### src/rtl/phy_rx.sv
`timescale 1ns/1ps
`default_nettype none
// +--------------------------------------------------------------------------+
// | phy_rx : two-lane serial PHY receiver - BC byte alignment, 32-bit word   |
// |          assembly per lane and lane 0 / lane 1 un-striping.              |
// | Revision : 1.0                                                           |
// +--------------------------------------------------------------------------+
module phy_rx #(
  parameter logic [7:0]  BC_SYMBOL = 8'hBC,
  parameter int unsigned BC_COUNT  = 4
) (
  input  logic        clk_32f,
  input  logic        reset_L,
  input  logic        phy_rx_in_0,
  input  logic        phy_rx_in_1,
  output logic [31:0] data_out,
  output logic        valid_out,
  output logic        active_out,
  output logic        error_out
);

  typedef enum logic [1:0] {
    ST_SEARCH = 2'd0,
    ST_LOCK   = 2'd1,
    ST_ACTIVE = 2'd2
  } lane_state_e;

  localparam logic [3:0] C_BC_COUNT = 4'(BC_COUNT);

  logic [1:0]  w_lane_in;
  logic [1:0]  w_lane_active;
  logic [1:0]  w_word_done;
  logic [1:0]  w_abort;
  logic [31:0] w_word [2];

  assign w_lane_in = {phy_rx_in_1, phy_rx_in_0};

  for (genvar l = 0; l < 2; l++) begin : g_lane
    lane_state_e state_q, state_d;
    // Only the last 7 bits are stored; the 8th is the live input bit.
    logic [6:0]  sr_q, sr_d;
    logic [2:0]  bit_cnt_q, bit_cnt_d;
    logic [3:0]  bc_cnt_q, bc_cnt_d;
    logic [1:0]  byte_idx_q, byte_idx_d;
    logic [23:0] acc_q, acc_d;
    logic [7:0]  w_byte;
    logic        w_is_bc;
    logic        w_boundary;
    logic        w_done;
    logic        w_abrt;

    always_ff @(posedge clk_32f or negedge reset_L) begin
      if (!reset_L) begin
        state_q    <= ST_SEARCH;
        sr_q       <= '0;
        bit_cnt_q  <= '0;
        bc_cnt_q   <= '0;
        byte_idx_q <= '0;
        acc_q      <= '0;
      end else begin
        state_q    <= state_d;
        sr_q       <= sr_d;
        bit_cnt_q  <= bit_cnt_d;
        bc_cnt_q   <= bc_cnt_d;
        byte_idx_q <= byte_idx_d;
        acc_q      <= acc_d;
      end
    end

    always_comb begin
      w_byte     = {sr_q, w_lane_in[l]};
      w_is_bc    = (w_byte == BC_SYMBOL);
      w_boundary = (bit_cnt_q == 3'd7);
      sr_d       = w_byte[6:0];
      state_d    = state_q;
      bit_cnt_d  = bit_cnt_q + 3'd1;
      bc_cnt_d   = bc_cnt_q;
      byte_idx_d = byte_idx_q;
      acc_d      = acc_q;
      w_done     = 1'b0;
      w_abrt     = 1'b0;
      case (state_q)
        ST_SEARCH: begin
          if (w_is_bc) begin
            bit_cnt_d = 3'd0;
            bc_cnt_d  = 4'd1;
            state_d   = (C_BC_COUNT == 4'd1) ? ST_ACTIVE : ST_LOCK;
          end
        end
        ST_LOCK: begin
          if (w_boundary) begin
            if (w_is_bc) begin
              bc_cnt_d = bc_cnt_q + 4'd1;
              if (bc_cnt_q + 4'd1 == C_BC_COUNT) begin
                state_d = ST_ACTIVE;
              end
            end else begin
              bc_cnt_d = 4'd0;
              state_d  = ST_SEARCH;
            end
          end
        end
        ST_ACTIVE: begin
          if (w_boundary) begin
            if (w_is_bc) begin
              // Idle in the middle of a word: the partial word is lost.
              if (byte_idx_q != 2'd0) begin
                w_abrt = 1'b1;
              end
              byte_idx_d = 2'd0;
            end else begin
              case (byte_idx_q)
                2'd0:    acc_d[23:16] = w_byte;
                2'd1:    acc_d[15:8]  = w_byte;
                2'd2:    acc_d[7:0]   = w_byte;
                default: w_done       = 1'b1;
              endcase
              byte_idx_d = byte_idx_q + 2'd1;
            end
          end
        end
        default: state_d = ST_SEARCH;
      endcase
    end

    assign w_word[l]        = {acc_q, w_byte};
    assign w_word_done[l]   = w_done;
    assign w_abort[l]       = w_abrt;
    assign w_lane_active[l] = (state_q == ST_ACTIVE);
  end

  logic [31:0] hold_q [2];
  logic [31:0] hold_d [2];
  logic [1:0]  hold_full_q, hold_full_d;
  logic        ptr_q, ptr_d;
  logic [31:0] data_q, data_d;
  logic        valid_q, valid_d;
  logic        active_q, active_d;
  logic        error_q, error_d;
  logic        w_drain;
  logic        w_overrun;

  always_ff @(posedge clk_32f or negedge reset_L) begin
    if (!reset_L) begin
      for (int i = 0; i < 2; i++) begin
        hold_q[i] <= '0;
      end
      hold_full_q <= '0;
      ptr_q       <= 1'b0;
      data_q      <= '0;
      valid_q     <= 1'b0;
      active_q    <= 1'b0;
      error_q     <= 1'b0;
    end else begin
      for (int i = 0; i < 2; i++) begin
        hold_q[i] <= hold_d[i];
      end
      hold_full_q <= hold_full_d;
      ptr_q       <= ptr_d;
      data_q      <= data_d;
      valid_q     <= valid_d;
      active_q    <= active_d;
      error_q     <= error_d;
    end
  end

  always_comb begin
    for (int i = 0; i < 2; i++) begin
      hold_d[i] = hold_q[i];
    end
    hold_full_d = hold_full_q;
    ptr_d       = ptr_q;
    data_d      = data_q;
    valid_d     = 1'b0;
    w_overrun   = 1'b0;
    w_drain     = active_q & hold_full_q[ptr_q];
    if (w_drain) begin
      data_d             = hold_q[ptr_q];
      valid_d            = 1'b1;
      hold_full_d[ptr_q] = 1'b0;
      ptr_d              = ~ptr_q;
    end
    // A load after the drain above wins when both hit the same holding register.
    for (int i = 0; i < 2; i++) begin
      if (w_word_done[i] && active_q) begin
        if (hold_full_q[i] && !(w_drain && (ptr_q == 1'(i)))) begin
          w_overrun = 1'b1;
        end
        hold_d[i]      = w_word[i];
        hold_full_d[i] = 1'b1;
      end
    end
    active_d = &w_lane_active;
    error_d  = error_q | (|w_abort) | w_overrun;
  end

  assign data_out   = data_q;
  assign valid_out  = valid_q;
  assign active_out = active_q;
  assign error_out  = error_q;

endmodule
`default_nettype wire

### config.mk
export PLATFORM = sky130hd
export DESIGN_NAME = phy_rx
export DESIGN_NICKNAME = d
export VERILOG_FILES = /design/src/rtl/phy_rx.sv
export SDC_FILE = /design/constraint.sdc
export NUM_CORES = 1
export LEC_CHECK = 0
export CORE_ASPECT_RATIO = 1.75
export CORE_MARGIN = 2
export CORE_UTILIZATION = 57
export DETAILED_ROUTE_END_ITERATION = 12
export DONT_BUFFER_PORTS = 1
export PLACE_DENSITY = 0.82
export SETUP_SLACK_MARGIN = 0.05
export SLEW_MARGIN = 20
export SYNTH_ARGS = -nofsm -noshare
export SYNTH_HDL_FRONTEND = slang
export SYNTH_SLANG_ARGS = --single-unit
### constraint.sdc
create_clock -name clk_32f -period 1.6 [get_ports clk_32f]
set_input_delay 0.4 -clock clk_32f [delete_from_list [all_inputs] [get_ports clk_32f]]
set_output_delay 0.4 -clock clk_32f [all_outputs]
set_load 0.03 [all_outputs]
# Word level (Yosys, flattened, before mapping)
# Cells that the tools add are included.
# word_totals
ff_bits,186
out_inout_bits,35
wordCells,155
# classes
addsub,6
magnitude_cmp,3
n_eq_ne,20
n_mux,55
n_bitwise,11
n_reduce_logical,35
# ops
operator,count
two-way mux 32 bit,3
AND reduction 4 bit,8
two-way mux 1 bit,26
two-way mux 4 bit,6
two-way mux 2 bit,11
== test 8 bit (second input constant),2
one-hot mux 4 bit (2 select lines),2
two-way mux 3 bit,4
one-hot mux 2 bit (3 select lines),2
nonzero test 2 bit,6
adder 4 x 1 -> 4 bit (second input constant),2
== test 2 x 1 -> 1 bit (second input constant),4
== test 2 bit (second input constant),4
== test 4 x 3 -> 1 bit (second input constant),2
zero test 2 bit,4
inequality test 2 bit (second input constant),4
logical AND 1 bit,7
adder 3 x 1 -> 3 bit (second input constant),2
== test 3 bit (second input constant),2
inequality test 3 bit (second input constant),2
AND reduction 2 bit,3
AND reduction 3 bit,2
OR reduction 3 bit,2
NOT 1 bit,5
12 further kinds,15

# Logic depth before layout (Yosys ltp)
# logic_depth
ltp_word,11
ltp_mapped,8

# Least setup slack after synthesis
# Ideal clock, no wire load.
# synth_timing
path_type,register -> register
start,register g_lane[0].bit_cnt_q[0]
end,register hold_q[35] (netlist name)
setup_time_ns,0.125
arrival_time_ns,1.690
t_required_ns,1.475
path_slack_ns,-0.215
path_stages_with_launch,9
n_path_buf,2
period_less_slack_ns,1.815
path_cell_list,dfrtp_1 -> ha_1 -> ha_1 -> and3b_1 -> buf_4 -> nand3_2 -> nor2_4 -> buf_6 -> mux2_2
# synth_via
elab_chain_len,4
# synth_lines
item,line_no,text
"start, declared",42,"logic [2:0] bit_cnt_q, bit_cnt_d;"
"start signal, assigned",63,bit_cnt_q <= bit_cnt_d;
== test 3 bit,73,w_boundary = (bit_cnt_q == 3'd7);
two-way mux 1 bit,104,if (w_boundary) begin
two-way mux 1 bit,82,case (state_q)
logical AND 1 bit,185,if (w_word_done[i] && active_q) begin
"end signal, assigned by index",156,hold_q[i] <= hold_d[i];
"end, declared",132,logic [31:0] hold_q [2];
# Every way passes these cells.
# A chain may end at the register's enable or synchronous reset.

# Worst setup path in the final report
# layout_timing
start,register g_lane[0].bit_cnt_q[0]
end,register hold_q[53] (netlist name)
# Same word-level chain as after synthesis.

==> summary.txt <==
Timing
  – Slew @ Worst Pin: 471 ps
  – Final Hold Fails: 186
  – Final Max Tran Viols: 0
  – Fin crit share: 120%
  – Fin worst setup slack: -315 ps
  – Fmax achieved: about 520 MHz
  – Setup TNS: -26040 ps
  – RSZ-0062 raised after global routing: yes
  – Slew margin rel.: 68.6%
  – Setup Skew: 16.2 ps
  – Crit path time final: 1920 ps
  – Final Setup Violations: 123
  – Hold_ws: -357 ps

Critical path
  – Crit path cell chain: ha_2 > ha_4 > and3b_2 > nand3_4 > nor2_4 > buf_12 > buf_12 > mux2_4
  – Worst reg2reg path depth: 8
  – Worst-path fanout max: 6
  – Crit path required time: around 1900 ps
  – CP Depth: 8
  – Most frequent CP cell: buf_12
  – Worst setup SP type: flop
  – Crit. End Element: flop
  – Worst Path Arrival: 2250 ps
  – Family with the most delay on the worst path: simple AND/OR/NAND/NOR gates
  – Setup slack, reg-to-reg: -320 ps
  – Worst Setup Path Type: flop to flop
  – Critical Path Max Stage Delay: between 300 and 400 ps
  – Slowest CP cell: dfrtp_1
  – Buf/Inv on CP: 2

Routing
  – First DRT Iteration DRCs: a little under 400
  – Met3 Wirelength: approximately 1200 um
  – Routed Antenna Nets: 0
  – Met2 routed WL: between 10000 and 15000 um
  – Via count: 5097
  – Routed WL: around 22000 um
  – DRT Pass-1 Iters: 5
  – Drt drc: 0
  – Vias per cell: about 6.4
  – Routed wire length per instance: 27.4 um
  – Routed length on met1: 7750 um
  – Top routing layer used: met4

Clock tree
  – Clock slew at reported path FFs: 80 ps
  – Inserted Clock Buffers: 17
  – Clock sink total: 186
  – CTS root buffer: clkbuf_16
  – Clk_lat worst skew: 450 ps
  – Cts hold-fix bufs: 2
  – CTS max path bufs: 2
  – TritonCTS clock tree: built
  – H-tree depth: 4

Die
  – Initial Util: 57.9%
  – Die W: around 90 um
  – Core area: 13300 um^2
  – Ports: 39
  – Die Ht: 158 um
  – Rows: 56
  – Die ar.: 14500 um^2

Place
  – Routability cong.: 0.823
  – Port bufs: 0
  – Post-DP HPWL: 11700 um

Logic synthesis
  – Top_reg_cell synth: dfrtp_1
  – Post-Syn Instances: 531
  – Share of the synthesized area in the top cell type: 60.4%
  – Synthesized net count: 551
  – YS warnings: 0
  – Distinct cells, synth: 53
  – Synthesized area: 7700 um^2
  – Area leader, netlist: dfrtp_1
  – Synth Register Bits: 186
  – Seq/Total Area, Yosys: 60.4%
  – Async S/R FF share, synth: 100%
  – Number of synthesized flops with an enable pin: 0
  – Syn Area/Cell: 14.5 um^2
  – Leading post-synthesis cells by cell area: dfrtp_1 (60%), mux2_2 (15%), a221o_1 (4.2%)

Cells and area
  – Final Util: between 70% and 80%
  – Final #Nets: 633
  – Layout area overhead: 28.3%
  – Share of cells above drive strength 1: 45.0%
  – Inserted Diodes: 0

Global route
  – Grt ovf: 0
  – Largest net degree at the start of global routing: between 150 and 200
  – First-pass GRT wire length: approximately 30000 um
  – Vias in the first global route: 5300
  – Initial antenna violation count: 0
  – GRT Total Usage: between 20% and 30%

Pwr
  – Seq pwr share: 52.3%
  – Sw frac: 23.5%
  – Pleak: 4.60 nW
  – Clock Power Share: 45.1%
  – Power density cells: 943 nW/um^2
  – Worst VDD drop: 867 uV
  – Combinational Power Share: 2.6%
  – Net Switching: 2.19 mW
  – Total internal power: ~7.1 mW
  – Total power: slightly above 9 mW

Flow run
  – Max capacitance violation total: 0

Run status
  – Status: finished, violations left
  – Failing checks: hold timing, setup timing

Worst hold path
  – Hold Path Class: primary input to asynchronous set/reset pin
==> layout make-up <==
type                    count  area [um^2]
clock buffers              17          425
multi-input cells         304         3370
flip-flops and latches    186         4660
fillers                   751         3420
inverters                  14         55.1
clock inverters            15          149
repair buffers             90         1020
well taps                 174          218
==> cells in the mapped netlist (3+ instances only) <==
| cell type | count |
|---|---|
| inv_1 | 14 |
| nand3_2 | 7 |
| nor2b_1 | 10 |
| buf_4 | 4 |
| o31ai_1 | 3 |
| clkbuf_1 | 7 |
| nand3_1 | 4 |
| a21oi_1 | 3 |
| nor3b_1 | 33 |
| nand2_1 | 14 |
| nor2_1 | 8 |
| ha_1 | 16 |
| mux2_4 | 7 |
| buf_2 | 6 |
| a221o_1 | 32 |
| mux2_2 | 103 |
| nor3_1 | 4 |
| o22ai_1 | 3 |
| a32oi_1 | 4 |
| and3_1 | 3 |
| buf_6 | 7 |
| o21ai_0 | 12 |
| dfrtp_1 | 186 |
| o2bb2ai_1 | 3 |
| a32o_1 | 3 |
==> layer usage <==
| layer | track usage (%) | vias up |
|---|---|---|
| li1 | - | 2119 |
| met1 | 31.8 | 2662 |
| met3 | 6.43 | 86 |
| met4 | 12.7 | 0 |
| met2 | 48.6 | 230 |
| met5 | 0 | - |
==> placed cells by master (no fill, tap or decap), types with 4 or more instances in the layout <==
cell type	instances
nor3b_2	6
ha_1	12
inv_1	13
nand3_4	8
buf_12	7
o21ai_2	6
nor2b_1	8
clkbuf_16	21
buf_16	4
nor3b_1	26
o21ai_0	5
mux2_4	88
nor2_1	6
inv_6	5
buf_4	54
dfrtp_1	183
inv_8	4
buf_6	12
a221o_1	32
nand2_1	12
mux2_2	22
buf_8	7
==> stage by stage <==
| stage | setup slack, ps | cells | area [um^2] |
|---|---|---|---|
| after CTS | -235 | 787 | 9410 |
| after global routing | -344 | 800 | 9890 |
| after detailed placement | -248 | 737 | 8390 |
| after floorplan | -191 | 531 | 7850 |
| final | -315 | 800 | 9890 |
| after global placement | -209 | 737 | 8390 |
==> power groups by stage <==
| stage | Clock (mW) | Sequential, mW | Combinational [mW] |
|---|---|---|---|
| finish | 4.21 | 4.87 | 0.243 |
| global route | 4.42 | 4.88 | 0.265 |
| CTS | 4.18 | 4.85 | 0.218 |
| detailed placement | 0 | 4.94 | 0.202 |
| global placement | 0 | 4.93 | 0.186 |
| floorplan | 0 | 4.94 | 0.107 |
==> final timing paths <==
kind                                                  start                             endpoint
max                        g_lane[0].bit_cnt_q[0]$_DFF_PN0_               hold_q[53]$_DFFE_PN0P_
min reg2reg                g_lane[1].bit_cnt_q[0]$_DFF_PN0_     g_lane[1].bit_cnt_q[0]$_DFF_PN0_
max in group asynchronous                           reset_L  g_lane[0].byte_idx_q[0]$_DFFE_PN0P_
max reg2reg                g_lane[0].bit_cnt_q[0]$_DFF_PN0_               hold_q[53]$_DFFE_PN0P_
min in group clk_32f                            phy_rx_in_0      g_lane[0].acc_q[16]$_DFFE_PN0P_
min                                                 reset_L      g_lane[1].acc_q[21]$_DFFE_PN0P_
==> what timing repair did <==
| action | CTS | global route |
|---|---|---|
| cloned | 4 | 5 |
| gates resized for setup | 61 | 80 |
| buffers inserted | 13 | 9 |
| pin swaps | 31 | 15 |
| endpoints found under the setup margin | 149 | 167 |
| endpoints found under the hold margin | 188 | 186 |
==> logic make-up (layout without fill, tap and decap cells) <==
| group | count (synthesis) | count (layout) | share of synthesized area [%] |
|---|---|---|---|
| multiplexers | 110 | 110 | 16.4 |
| XOR/XNOR | 2 | 2 | 0.227 |
| flip-flops | 186 | 186 | 60.4 |
| buffers and inverters | 41 | 136 | 2.99 |
| adder cells (fa/ha/maj) | 16 | 16 | 2.60 |
| AO/OA/AOI/OAI | 73 | 73 | 7.96 |
| AND/OR/NAND/NOR | 103 | 103 | 9.40 |
==> sequential cells by signal, summed over array words and instances, names as in the netlist <==
signal / count
g_lane.bc_cnt_q: 8
g_lane.state_q: 4
g_lane.bit_cnt_q: 6
ptr_q: 1
hold_full_q: 2
active_out: 1
hold_q: 64
g_lane.sr_q: 14
error_out: 1
g_lane.byte_idx_q: 4
valid_out: 1
data_out: 32
g_lane.acc_q: 48
No activity file was read; power rests on OpenSTA's default activity.
